$ cat config.mk
export PLATFORM = sky130hd
export DESIGN_NAME = cache_mem_arbiter
export DESIGN_NICKNAME = d
export VERILOG_FILES = /design/src/rtl/cache_mem_arbiter_pkg.sv /design/src/rtl/mem_arb_rr_select.sv /design/src/rtl/cache_mem_arbiter.sv
export SDC_FILE = /design/constraint.sdc
export NUM_CORES = 1
export LEC_CHECK = 0
export BUFFER_PORTS_ARGS = -buffer_cell sky130_fd_sc_hd__buf_2
export CORE_UTILIZATION = 40
export CTS_BUF_LIST = sky130_fd_sc_hd__clkbuf_4 sky130_fd_sc_hd__clkbuf_8 sky130_fd_sc_hd__clkbuf_16
export DETAILED_ROUTE_END_ITERATION = 6
export PLACE_DENSITY_LB_ADDON = 0.25
export SLEW_MARGIN = 10
export SYNTH_ARGS = -nofsm -noshare
export SYNTH_HDL_FRONTEND = slang
export SYNTH_SLANG_ARGS = --single-unit
export TNS_END_PERCENT = 30
$ cat constraint.sdc
create_clock -name clock_i -period 4.55 [get_ports clock_i]
set_input_delay 0.6825 -clock clock_i [delete_from_list [all_inputs] [get_ports clock_i]]
set_output_delay 0.6825 -clock clock_i [all_outputs]
set_load 0.03 [all_outputs]
$ cat src/rtl/cache_mem_arbiter_pkg.sv
// Shared definitions for the instruction/data cache memory-port arbiter:
// FSM states, requester ids, exception bit positions and a one-hot helper.
package cache_mem_arbiter_pkg;

  // Default word-address width of the external memory port.
  localparam int BW_WORD_ADDR = 24;

  // Arbiter phases: waiting for a request, owning the port, one dead cycle.
  typedef enum logic [1:0] {
    ST_IDLE = 2'd0,
    ST_BUSY = 2'd1,
    ST_DONE = 2'd2
  } arb_state_t;

  // Requester identities.
  localparam logic REQ_INST = 1'b0;
  localparam logic REQ_DATA = 1'b1;

  // Bit positions inside exception_o.
  localparam int EXC_OVERRUN = 0;
  localparam int EXC_TIMEOUT = 1;

  // Turn a requester id into its one-hot grant vector.
  function automatic logic [1:0] id_to_onehot(input logic id);
    return id ? 2'b10 : 2'b01;
  endfunction

endpackage

$ cat src/rtl/mem_arb_rr_select.sv
// Two-way round-robin pick: when both caches request, the one that was not
// served last wins; otherwise the single requester wins.
module mem_arb_rr_select
  import cache_mem_arbiter_pkg::*;
(
  input  logic [1:0] req,
  input  logic       last,
  output logic [1:0] pick,
  output logic       id,
  output logic       valid
);

  // Choose the winning requester and express it both as id and one-hot.
  always_comb begin
    valid = |req;
    id    = REQ_INST;
    if (req == 2'b11) begin
      id = ~last;
    end else if (req[REQ_DATA]) begin
      id = REQ_DATA;
    end
    pick = valid ? id_to_onehot(id) : 2'b00;
  end

endmodule

$ cat src/rtl/cache_mem_arbiter.sv
// Shares the external memory port between the instruction cache (0) and the
// data cache (1). One transaction at a time, round-robin between them; the
// owner keeps the port until the memory signals completion or the watchdog
// gives up. Overrun and timeout events are kept as sticky exception bits.
module cache_mem_arbiter
  import cache_mem_arbiter_pkg::*;
#(
  parameter int BW_ADDR     = BW_WORD_ADDR,
  parameter int BLOCK_WORDS = 16,
  parameter int TIMEOUT     = 4095
) (
  input  logic               clock_i,
  input  logic               reset_i,
  input  logic [1:0]         req_i,
  input  logic [1:0]         block_i,
  input  logic [1:0]         rw_i,
  input  logic [BW_ADDR-1:0] add0_i,
  input  logic [BW_ADDR-1:0] add1_i,
  input  logic [31:0]        wdata0_i,
  input  logic [31:0]        wdata1_i,
  output logic [1:0]         grant_o,
  output logic [1:0]         wr_accept_o,
  output logic [1:0]         rd_valid_o,
  output logic [31:0]        rdata_o,
  output logic [1:0]         done_o,
  output logic               mem_req_o,
  output logic               mem_reqBlock_o,
  output logic               mem_rw_o,
  output logic [BW_ADDR-1:0] mem_add_o,
  output logic [31:0]        mem_data_o,
  input  logic [31:0]        mem_data_i,
  input  logic               mem_ready_i,
  input  logic               mem_valid_i,
  input  logic               mem_done_i,
  output logic [1:0]         exception_o
);

  // The word counter needs one spare bit so that BLOCK_WORDS itself fits.
  localparam int CNT_W = $clog2(BLOCK_WORDS) + 1;
  localparam int WD_W  = (TIMEOUT < 2) ? 1 : $clog2(TIMEOUT);

  localparam logic [CNT_W-1:0] BLOCK_LIMIT = CNT_W'(BLOCK_WORDS);
  localparam logic [CNT_W-1:0] SINGLE_LIMIT = CNT_W'(1);
  // The watchdog aborts on the edge that closes the TIMEOUT-th idle cycle.
  localparam logic [WD_W-1:0]  WD_LAST = WD_W'(TIMEOUT - 1);

  arb_state_t         state_reg;
  logic               last_reg;
  logic               id_reg;
  logic [1:0]         grant_reg;
  logic               mem_req_reg;
  logic               block_reg;
  logic               rw_reg;
  logic [BW_ADDR-1:0] add_reg;
  logic [1:0]         done_reg;
  logic [1:0]         rd_valid_reg;
  logic [31:0]        rdata_reg;
  logic [CNT_W-1:0]   word_cnt_reg;
  logic [WD_W-1:0]    wd_cnt_reg;
  logic [1:0]         exc_reg;

  logic [1:0]         sel_pick;
  logic               sel_id;
  logic               sel_valid;

  logic               busy;
  logic               word_ev;
  logic               activity;
  logic [CNT_W-1:0]   word_limit;
  logic               overrun;
  logic               timeout_hit;
  logic [31:0]        mem_data_mux;

  mem_arb_rr_select u_rr_select (
    .req   (req_i),
    .last  (last_reg),
    .pick  (sel_pick),
    .id    (sel_id),
    .valid (sel_valid)
  );

  // Per-transaction events: a word moves in the owner's direction, the
  // watchdog sees any memory handshake, and overrun fires on the word after
  // the counter has already reached the transfer length.
  always_comb begin
    busy        = (state_reg == ST_BUSY);
    word_ev     = busy & (rw_reg ? mem_ready_i : mem_valid_i);
    activity    = mem_ready_i | mem_valid_i | mem_done_i;
    word_limit  = block_reg ? BLOCK_LIMIT : SINGLE_LIMIT;
    overrun     = word_ev & (word_cnt_reg == word_limit);
    timeout_hit = busy & ~activity & (wd_cnt_reg == WD_LAST);
  end

  // Arbitration FSM with registered grant, request, latch and done outputs.
  always_ff @(posedge clock_i) begin
    if (reset_i) begin
      state_reg    <= ST_IDLE;
      last_reg     <= REQ_DATA;
      id_reg       <= REQ_INST;
      grant_reg    <= 2'b00;
      mem_req_reg  <= 1'b0;
      block_reg    <= 1'b0;
      rw_reg       <= 1'b0;
      add_reg      <= '0;
      done_reg     <= 2'b00;
      word_cnt_reg <= '0;
      wd_cnt_reg   <= '0;
      exc_reg      <= 2'b00;
    end else begin
      done_reg <= 2'b00;
      case (state_reg)
        ST_IDLE: begin
          if (sel_valid) begin
            id_reg       <= sel_id;
            grant_reg    <= sel_pick;
            mem_req_reg  <= 1'b1;
            block_reg    <= block_i[sel_id];
            rw_reg       <= rw_i[sel_id];
            add_reg      <= sel_id ? add1_i : add0_i;
            word_cnt_reg <= '0;
            wd_cnt_reg   <= '0;
            state_reg    <= ST_BUSY;
          end
        end
        ST_BUSY: begin
          // The counter saturates at the limit; extra words only flag overrun.
          if (overrun) begin
            exc_reg[EXC_OVERRUN] <= 1'b1;
          end else if (word_ev) begin
            word_cnt_reg <= word_cnt_reg + 1'b1;
          end
          if (activity) begin
            wd_cnt_reg <= '0;
          end else if (!timeout_hit) begin
            wd_cnt_reg <= wd_cnt_reg + 1'b1;
          end
          // Completion and watchdog abort both release the port the same way.
          if (mem_done_i || timeout_hit) begin
            if (timeout_hit) begin
              exc_reg[EXC_TIMEOUT] <= 1'b1;
            end
            grant_reg   <= 2'b00;
            mem_req_reg <= 1'b0;
            block_reg   <= 1'b0;
            rw_reg      <= 1'b0;
            add_reg     <= '0;
            done_reg    <= grant_reg;
            last_reg    <= id_reg;
            state_reg   <= ST_DONE;
          end
        end
        ST_DONE: begin
          state_reg <= ST_IDLE;
        end
        default: begin
          state_reg <= ST_IDLE;
        end
      endcase
    end
  end

  // Read words are forwarded one cycle late, tagged for the owner only.
  always_ff @(posedge clock_i) begin
    if (reset_i) begin
      rd_valid_reg <= 2'b00;
      rdata_reg    <= '0;
    end else begin
      rd_valid_reg <= 2'b00;
      if (busy && !rw_reg && mem_valid_i) begin
        rd_valid_reg <= grant_reg;
        rdata_reg    <= mem_data_i;
      end
    end
  end

  // Write data follows the registered grant with no extra latency.
  always_comb begin
    mem_data_mux = '0;
    if (grant_reg[REQ_DATA]) begin
      mem_data_mux = wdata1_i;
    end else if (grant_reg[REQ_INST]) begin
      mem_data_mux = wdata0_i;
    end
  end

  // Each requester sees its own same-cycle write acknowledge.
  for (genvar gi = 0; gi < 2; gi++) begin : g_wr_accept
    assign wr_accept_o[gi] = busy & rw_reg & grant_reg[gi] & mem_ready_i;
  end

  assign grant_o        = grant_reg;
  assign rd_valid_o     = rd_valid_reg;
  assign rdata_o        = rdata_reg;
  assign done_o         = done_reg;
  assign mem_req_o      = mem_req_reg;
  assign mem_reqBlock_o = block_reg;
  assign mem_rw_o       = rw_reg;
  assign mem_add_o      = add_reg;
  assign mem_data_o     = mem_data_mux;
  assign exception_o    = exc_reg;

endmodule

# Yosys cells after proc, flatten, opt, wreduce, memory -nomap -nowiden
# Index checks and enable logic that the tools add are counted.
# totals
output_inout_bits	101
inputBits	155
register_bits	88
# op_classes
addsub	2
muxes	36
bitwise_logic	16
n_eq_ne	9
n_reduce_logical	17
order_cmp	1
# ops
cell	n
24-bit 2-to-1 mux	3
32-bit 2-to-1 mux	2
24-bit one-hot mux with 2 select lines	1
12-bit 2-to-1 mux	3
12-bit one-hot mux with 2 select lines	1
5-bit 2-to-1 mux	4
12-bit by 1-bit adder with 12-bit output, second input constant	1
12-bit == test, second input constant	1
1-bit 2-to-1 mux	11
2-bit 2-to-1 mux	5
5-bit one-hot mux with 2 select lines	1
1-bit AND	9
3-bit AND reduction	3
2-bit one-hot mux with 2 select lines	2
2-bit AND reduction	4
1-bit one-hot mux with 2 select lines	3
5-bit by 1-bit adder with 5-bit output, second input constant	1
5-bit == test	1
1-bit NOT	5
2-bit by 1-bit != test with 1-bit output, second input constant	2
2-bit != test, second input constant	2
4-bit AND reduction	1
2-bit OR reduction	2
3-bit != test, second input constant	1
10 further kinds	12

# Depth between registers and ports, before layout
# Gate-level depths: netlist of run 1.
# logic_depth
word_depth	8
depth_mapped	8

# By module
# A second synthesis of run 1 with hierarchy kept.
# unflattened
hier_cells	502
hier_area_um2	4370.4
# by_module_without_submodules
module	area_per_inst_um2	cells_each	seq_area_each_um2	instances
cache_mem_arbiter	4337.9	497	1761.7	1
mem_arb_rr_select	32.5	5	0.0	1

# Worst setup path before layout of run 1
# Ideal clock, no wire load.
# synth_path
path_type	register to output
start	register grant_reg[1], in the netlist grant_o[1]
end	output wr_accept_o[1]
arrival_ns	1.830
path_buffers	2
stages_incl_launch_ff	5
setup_slack_ns	2.037
path_cell_list	dfxtp_1 -> clkbuf_1 -> clkbuf_1 -> inv_1 -> nor3_1
# synth_between
elab_chain_cells	2
# synth_lines
item	line_no	text
start, declared	cache_mem_arbiter.sv:50	logic [1:0] grant_reg;
start signal, assigned	cache_mem_arbiter.sv:115	grant_reg <= sel_pick;
1-bit AND (2 in series)	cache_mem_arbiter.sv:188	assign wr_accept_o[gi] = busy & rw_reg & grant_reg[gi] & mem_ready_i;
end, declared	cache_mem_arbiter.sv:22	output logic [1:0] wr_accept_o,
# No other way between the ends.

# Final worst setup path of run 1
# layout_path
start	register grant_reg[0], in the netlist grant_o[0]
end	output mem_data_o[0]
# layout_between
elab_chain_cells	2
# layout_lines
item	line_no	text
32-bit 2-to-1 mux	cache_mem_arbiter.sv:181	end else if (grant_reg[REQ_INST]) begin
32-bit 2-to-1 mux	cache_mem_arbiter.sv:179	if (grant_reg[REQ_DATA]) begin
end, declared	cache_mem_arbiter.sv:30	output logic [31:0] mem_data_o,
# No other way between the ends.

==> impl_results.md, run 1 <==
* Status: finished, final reports clean
* Per-instance average area after synthesis at roughly 8.6 um^2
* HP Class: register to register
* Total of max-cap violations at 0
* H-tree depth at 3
* Layout cells sized above 1 at 0.418
* Clock buffer depth at 2
* FF+latch count, synth at 88
* Syn nets at 654
* Mapped cell area at ~4300 um^2
* Routability cong. at between 0.8 and 0.9
* Pwr per Cell Area at approximately 350 nW/um^2
* Critical Path AT at 2.25 ns
* CP Max Fanout at 32
* # hold bufs at CTS at 0
* Core footprint at about 10000 um^2
* Setup Viol. Count Final at 0
* Initial core utilization at 0.413
* Placed Instance Area at approximately 5600 um^2
* Total power draw at between 2000 and 2500 uW
* RR Startpoint: state_reg[0]
* DP HPWL at between 10000 and 15000 um
* Number of flops mapped to enable cells by yosys at 0
* Sequential share of the synthesized area at 0.411
* Fin. max-slew vios at 0
* First-pass GRT wire length at around 22000 um
* Routed Antenna Nets at 0
* Avg WL per Cell at roughly 16 um
* Asr flop ratio synth at 0
* Post-Synthesis Cells at just under 500
* Drt first pass iters at 4
* Area contributors post-synth: dfxtp_1, nand2_1, a22o_1
* Boundary Pins at approximately 260
* Clock Skew at 0.00915 ns
* DRC at 0
* Setup TNS at 0 ns
* Clock net sink count at a little under 90
* Final Cell Area at roughly 5800 um^2
* Row count at 37
* Aggregate global routing overflow at 0
* RSZ-0062 raised after global routing: no
* Final hold vios at 0
* P_leak at between 0.002 and 0.003 uW
* Top-count cell post-synth: dfxtp_1
* Peak VDD IR at ~260 uV
* Filler Cells Inserted at between 900 and 1000
* CP startpoint kind: register
* Iteration-0 DRC Markers at 336
* Chip Width at 106 um
* CTS root buf: clkbuf_8
* Worst EP required at 3.87 ns
* Final period utilization at 0.645
* Total CTS buffers at 9
* Final layout net count at about 900
* Synth Warn # at 0
* Die area at about 11000 um^2
* Post-synth top area share at 0.411
* TritonCTS clock tree: done
* Worst-Skew Late Latency at between 0.3 and 0.4 ns
* Final antenna diode count at 0
* Synth unique cells at 50
* Slew headroom at 0.227
* Top FF cell, synth: dfxtp_1
* Min-delay src: rdata_o[4]
* Maximum number of pins on one net before global-route repair at 55
* Initial antenna violation count at 0
* PortBufs at approximately 260
* Number of buffers added for setup after CTS at 0
* Total GRT Usage at 0.242
* Vias in the first global route at approximately 4500
* Post-Route WL at around 14000 um
* Vias at 4705
* Area delta synth->final at 35.5%
* Slew @ Worst Pin at approximately 1.2 ns
* Worst Setup SP: grant_o[0]
* Minimum clock period at 2.93 ns
* Most frequent cells after synthesis: dfxtp_1, nand2_1, a21oi_1, nor3_1, a22o_1
* Max reg flops at 32
* Die H at ~110 um
* Vias/cell at between 5 and 6
* Crit. End Element: primary output
* Cell taking the most area after synthesis: dfxtp_1
* F_max at about 340 MHz
* Post-CTS Resized at 0
* Reg clk slew, reported paths at approximately 0.080 ns
* Critical path class: register to primary output
-- metrics by stage --
| stage | instances | hold slack [ns] | setup slack [ns] | util |
|---|---|---|---|---|
| after floorplan | 496 | 0.444 | 2.04 | - |
| after global placement | 850 | 0.439 | 1.67 | 0.537 |
| after detailed placement | 850 | 0.443 | 1.63 | 0.537 |
| after CTS | 866 | 0.455 | 1.63 | 0.560 |
| after global routing | 866 | 0.469 | 1.43 | 0.560 |
| final | 866 | 0.453 | 1.62 | 0.560 |
-- power by group --
part	switching [uW]	total, uW	internal [uW]
logic	347	535	188
registers	33.8	853	819
clock network	274	621	347
total	655	2010	1350
-- per-layer routing --
layer  GRT usage  routed length, um  up-vias  part of all wire
met4      0.0774                231        0             0.017
met3      0.0649               1020       16             0.075
met5           0                  0        -                 0
li1            -                  -     2284                 -
met1       0.313               6210     2216              0.46
met2       0.391               6140      189              0.45
-- path summary, 6_finish.rpt --
check,endpoint,slack [ns],depth (start not counted)
setup / recovery,mem_data_o[0],1.62,4
hold / removal,rdata_o[4],0.45,2
setup reg to reg,wd_cnt_reg[0],1.90,4
hold reg to reg,rdata_o[4],0.45,2
-- cell usage in the layout (no fill, tap or decap), drive strengths merged, types with 3 or more instances in the layout --
| master | count |
|---|---|
| nor3b | 4 |
| nand3b | 4 |
| or3 | 4 |
| nand2 | 78 |
| a211oi | 31 |
| nand4 | 4 |
| ha | 3 |
| mux2i | 8 |
| nor4 | 4 |
| inv | 13 |
| buf | 261 |
| dfxtp | 88 |
| nor3 | 34 |
| clkbuf | 12 |
| nand3 | 15 |
| nand2b | 4 |
| o21ai | 3 |
| a22o | 33 |
| a211o | 4 |
| or4 | 3 |
| nor2 | 14 |
| a21oi | 49 |
| a22oi | 27 |
-- final cells by class --
class,count,area (um^2),share of cell area
Inverter,13,48.8,0.00841
Clock buffer,12,159,0.0274
Timing Repair Buffer,261,1320,0.228
Sequential cell,88,1760,0.303
Clock inverter,4,76.3,0.0131
Tap cell,136,170,0.0293
Multi-Input combinational cell,352,2270,0.391
-- worst max-delay path, stage by stage, from the launching register on --
cell and delay, ns:
dfxtp_1 0.35, inv_1 0.14, nor2_2 0.90, a22o_1 0.27
buf_2 0.23
-- logic make-up after synthesis --
group	count (synthesis)	synth area share
and+or+nand+nor	178	0.208
AOI/OAI and AO/OA	163	0.292
DFF	88	0.411
buffers and inverters	56	0.0613
muxes	8	0.0187
adders and majority gates	3	0.00876
Power figures use the tool's default switching activity.
==> inputs of run 2 (changes only) <==
==> constraint.sdc (replaced) <==
create_clock -name clock_i -period 2.8 [get_ports clock_i]
set_input_delay 0.42 -clock clock_i [delete_from_list [all_inputs] [get_ports clock_i]]
set_output_delay 0.42 -clock clock_i [all_outputs]
set_load 0.03 [all_outputs]
==> run 2 against run 1 <==
  * Register-to-register slack got worse by 1.5 ns
  * Critical path type is now register to register
  * Sequential cell count unchanged
  * Worst hold slack worse by 0.16 ns
  * Total power rose by 57%
==> impl_results.md, run 2 (synthesis results as in run 1) <==
* Status: finished, final reports clean
* Clock Skew at ~0.011 ns
* RSZ-0062 raised after global routing: no
* H-tree depth at 3
* Total CTS buffers at 9
* PortBufs at between 200 and 300
* Clock network power share at 0.285
* Worst R2R Path Depth at 4
* Final hold vios at 0
* Critical Path AT at 2.62 ns
* Setup Viol. Count Final at 0
* DP HPWL at 10400 um
* Switching fraction of total power at 0.342
* Iteration-0 DRC Markers at 290
* Initial core utilization at 0.413
* Slew @ Worst Pin at around 0.93 ns
* # hold bufs at CTS at 0
* Vias in the first global route at 4428
* CTS root buf: clkbuf_8
* Worst EP required at 3.01 ns
* Fin util at 0.561
* Hold Crit Endpoint: rdata_o[8]
* Core footprint at between 10000 and 15000 um^2
* Post-Route WL at 13500 um
* Final antenna diode count at 0
* Initial antenna violation count at 0
* Maximum number of pins on one net before global-route repair at 34
* Setup TNS at 0 ns
* Peak VDD IR at 279 uV
* Internal at between 2000 and 2500 uW
* Fin. max-slew vios at 0
* Total of max-cap violations at 0
* Number of buffers added for setup after CTS at 0
* Sequential power share at 0.437
* Boundary Pins at between 200 and 300
* Reg clk slew, reported paths at around 0.09 ns
* Vias/cell at 5.30
* Area delta synth->final at 35.6%
* CP startpoint kind: register
* Slew headroom at 0.379
* Min-Delay Path Depth at 3
* RR Startpoint: state_reg[0]
* Combinational power share at 0.278
* Worst-Skew Late Latency at roughly 0.36 ns
* Row count at 37
* Filler Cells Inserted at about 1000
* Routed Antenna Nets at 0
* Commonest non-fill, non-tap cell in the layout: buf_2
* Vias at 4619
* Total GRT Usage at 0.234
* Clock net sink count at 88
* First-pass GRT wire length at 21100 um
* Routability cong. at between 0.8 and 0.9
* Commonest cells after routing, fill and taps aside: buf_2, dfxtp_1, nand2_1, a21oi_1, nor3_1
* Clock buffer depth at 2
* Crit. End Element: register
* F_max at ~410 MHz
* Avg WL per Cell at roughly 16 um
* Total power draw at around 3200 uW
* Die H at 106 um
* Final period utilization at 0.861
* Final layout net count at ~890
* Die area at ~11000 um^2
* P_leak at about 0.0027 uW
* Critical path class: register to register
* Min-delay src: mem_data_i[8]
* Post-CTS Resized at 0
* Chip Width at 106 um
* HP Class: input pin to register
* Minimum clock period at roughly 2.4 ns
* Drt first pass iters at 6
* DRC at 0
* CP Max Fanout at 26
* Pwr per Cell Area at 544 nW/um^2
* R2r setup slk at just under 0.4 ns
* Reg2reg end: mem_add_o[17]
* NetSw at approximately 1100 uW
* Max reg flops at 32
* Aggregate global routing overflow at 0
* TritonCTS clock tree: done
* Layout cells sized above 1 at 0.422
[run 2: layout make-up]
class	count	area (um^2)	share of cell area
Sequential cell	88	1760	0.303
Inverter	13	48.8	0.00839
Tap cell	136	170	0.0293
Clock buffer	10	138	0.0237
Multi-Input combinational cell	352	2270	0.390
Clock inverter	6	67.6	0.0116
Timing Repair Buffer	266	1360	0.234
[run 2: worst max-delay path, stage by stage, from the launching register on]
cell	delay, ns
dfxtp_1	0.50
or4b_1	0.67
or4_4	0.63
nand3_4	0.32
a211oi_1	0.14
[run 2: how the worst max path moves through the flow]
stage | startpoint | to | slack, ns | cells past startpoint
CTS | state_reg[0] | mem_add_o[15] | 0.37 | 4
floorplan | grant_o[1] | wr_accept_o[1] | 0.55 | 4
finish | state_reg[0] | mem_add_o[17] | 0.39 | 4
global route | state_reg[0] | mem_add_o[15] | 0.27 | 4
global placement | mem_valid_i | mem_add_o[14] | 0.34 | 5
detailed placement | mem_valid_i | mem_add_o[15] | 0.30 | 5
[run 2: stage by stage]
stage / cells / area [um^2] / setup WS [ns] / hold slack (ns)
floorplan: 496 / 4290 / 0.550 / 0.444
global placement: 855 / 5610 / 0.339 / 0.440
detailed placement: 855 / 5610 / 0.300 / 0.446
CTS: 871 / 5810 / 0.374 / 0.277
global route: 871 / 5810 / 0.272 / 0.281
finish: 871 / 5810 / 0.389 / 0.293
[run 2: metal layers]
layer,vias up,wire [um],global-route usage,part of all wire
met5,-,0,0,0
li1,2297,-,-,-
met3,16,984,0.0513,0.073
met1,2110,6230,0.306,0.46
met2,196,6100,0.379,0.45
met4,0,208,0.0853,0.015
[run 2: power groups by stage]
stage | Sequential, uW | Clock (uW) | Combinational, uW
after CTS | 1380 | 927 | 881
after detailed placement | 1410 | 0 | 879
final | 1380 | 901 | 878
after global placement | 1410 | 0 | 858
after floorplan | 1550 | 0 | 445
after global routing | 1390 | 976 | 942
==> inputs of run 3 (changes only) <==
==> constraint.sdc (replaced) <==
create_clock -name clock_i -period 2.8 [get_ports clock_i]
set_input_delay 0.28 -clock clock_i [delete_from_list [all_inputs] [get_ports clock_i]]
set_output_delay 0.28 -clock clock_i [all_outputs]
set_load 0.03 [all_outputs]
==> run 3 against run 2 <==
  * Clock skew rose by 0.0013 ns
  * Largest cell class unchanged
  * Via count rose by 1.2%
  * Maximum frequency shrank 6.2%
  * Sequential power barely moved
  * Worst setup slack worse by 0.16 ns
  * Clock power rose by 13%
  * Die area unchanged
==> impl_results.md, run 3 (synthesis results as in run 1) <==
* Crit. End Element: primary output
* Clock buffer depth at 2
* Total CTS buffers at 9
* Max stage delay on crit path at between 0.9 and 1 ns
* Routed Antenna Nets at 0
* Setup Viol. Count Final at 0
* Commonest non-fill, non-tap cell in the layout: buf_2
* CP delay by family, top: simple AND/OR/NAND/NOR gates
* Slew headroom at 0.199
* Chip Width at roughly 110 um
* Row count at 37
* # hold bufs at CTS at 0
* Iteration-0 DRC Markers at 300
* Commonest cells after routing, fill and taps aside: buf_2, dfxtp_1, nand2_1, a21oi_1, nor3_1
* Layout Cells excl Fill at slightly below 900
* Clock net sink count at 88
* M1 GR Usage at 0.308
* Post-CTS Resized at 0
* Pwr per Cell Area at ~560 nW/um^2
* Post-Route WL at ~13000 um
* Routability cong. at ~0.84
* Total of max-cap violations at 0
* Final hold vios at 0
* Aggregate global routing overflow at 0
* Placed insts at around 860
* Slew @ Worst Pin at 1.20 ns
* GRT busiest layer: met2
* TritonCTS clock tree: done
* Area delta synth->final at 36.7%
* Fin. max-slew vios at 0
* HP Class: input pin to register
* Minimum clock period at between 2 and 3 ns
* Worst EP required at 2.52 ns
* Core footprint at a little over 10000 um^2
* Met3 Track Usage GR at 0.0557
* Final period utilization at 0.918
* PortBufs at roughly 260
* Clock Skew at roughly 0.012 ns
* Boundary Pins at 256
* Fin util at 0.565
* DRC at 0
* Vias in the first global route at 4433
* NetSw at between 1000 and 1500 uW
* RSZ-0062 raised after global routing: no
* PnR worst setup slack at 0.229 ns
* Number of buffers added for setup after CTS at 0
* Initial core utilization at 0.413
* Drt first pass iters at 5
* Final layout net count at about 900
* Initial antenna violation count at 1
* Reg clk slew, reported paths at 0.09 ns
* F_max at around 400 MHz
* Sequential power share at 0.422
* Vias/cell at around 5.4
* Layout cells sized above 1 at 0.423
* Switching fraction of total power at 0.329
* H-tree depth at 3
* P_leak at about 0.0027 uW
* Status: finished, final reports clean
* Combinational power share at 0.268
* Max reg flops at 32
* Critical path class: register to primary output
* CP max-delay cell: nor2_2
* Peak VDD IR at around 270 uV
* Internal at approximately 2200 uW
* CTS root buf: clkbuf_8
* Avg WL per Cell at 15.5 um
* Die area at 11100 um^2
* Vias at between 4000 and 5000
* Worst Path Buf+Inv at 2
* Critical Path AT at 2.29 ns
* CP Max Fanout at 32
* Die H at 106 um
* Maximum number of pins on one net before global-route repair at 38
* CP startpoint kind: register
* Setup TNS at 0 ns
* Worst-Skew Late Latency at approximately 0.35 ns
* Clock network power share at 0.311
* First-pass GRT wire length at approximately 21000 um
* Pre-CTS WS at 0.427 ns
* Total GRT Usage at 0.235
* Met2 usage at 0.380
* Crit-path cells: inv_1 > nor2_2 > a22o_1 > buf_2
* DP HPWL at between 10000 and 15000 um
-- run 3: changes by cell type in the layout (fill, tap and decap cells not counted) --
cell / change
clkinv_2: -1
buf_4: +1
inv_6: -1
clkinvlp_4: -1
bufinv_16: +1
inv_8: +1
diode_2: +1
clkbuf_8: +1
-- run 3: area by class of cell --
type | count | area (um^2)
clock buffer | 11 | 151
antenna | 1 | 2.50
inverter | 13 | 48.8
timing repair buffer | 267 | 1370
fill | 963 | 4510
sequential | 88 | 1760
tap | 136 | 170
clock inverter | 5 | 87.6
multi-input combinational | 352 | 2270
-- run 3: power groups by stage --
stage	registers (uW)	clock network [uW]	logic [uW]
floorplan	1550	0	445
global placement	1410	0	858
detailed placement	1410	0	878
CTS	1380	1050	880
global route	1400	1080	943
finish	1380	1020	879
-- run 3: worst min-delay path, stage by stage --
cell and delay, ns:
buf_2 0.09, nand2_1 0.04, a21oi_1 0.05
-- run 3: layer usage --
metal	share of wire	vias to the layer above
li1	-	2297
met1	0.45	2167
met2	0.45	195
met3	0.083	16
met4	0.015	0
met5	0	-
-- run 3: final timing paths --
| path | start | endpoint | slack (ns) | cells after the start |
|---|---|---|---|---|
| setup / recovery | grant_o[0] | mem_data_o[0] | 0.23 | 4 |
| hold / removal | mem_data_i[8] | rdata_o[8] | 0.15 | 3 |
| setup reg to reg | state_reg[1] | mem_add_o[14] | 0.41 | 4 |
| hold reg to reg | rdata_o[6] | rdata_o[6] | 0.46 | 2 |
-- run 3: through the flow --
step	power, uW	hold WS, ns	area (um^2)
final	3280	0.149	5860
after detailed placement	2290	0.443	5620
after floorplan	1990	0.416	4290
after global placement	2270	0.439	5620
after global routing	3420	0.142	5860
after CTS	3310	0.132	5850
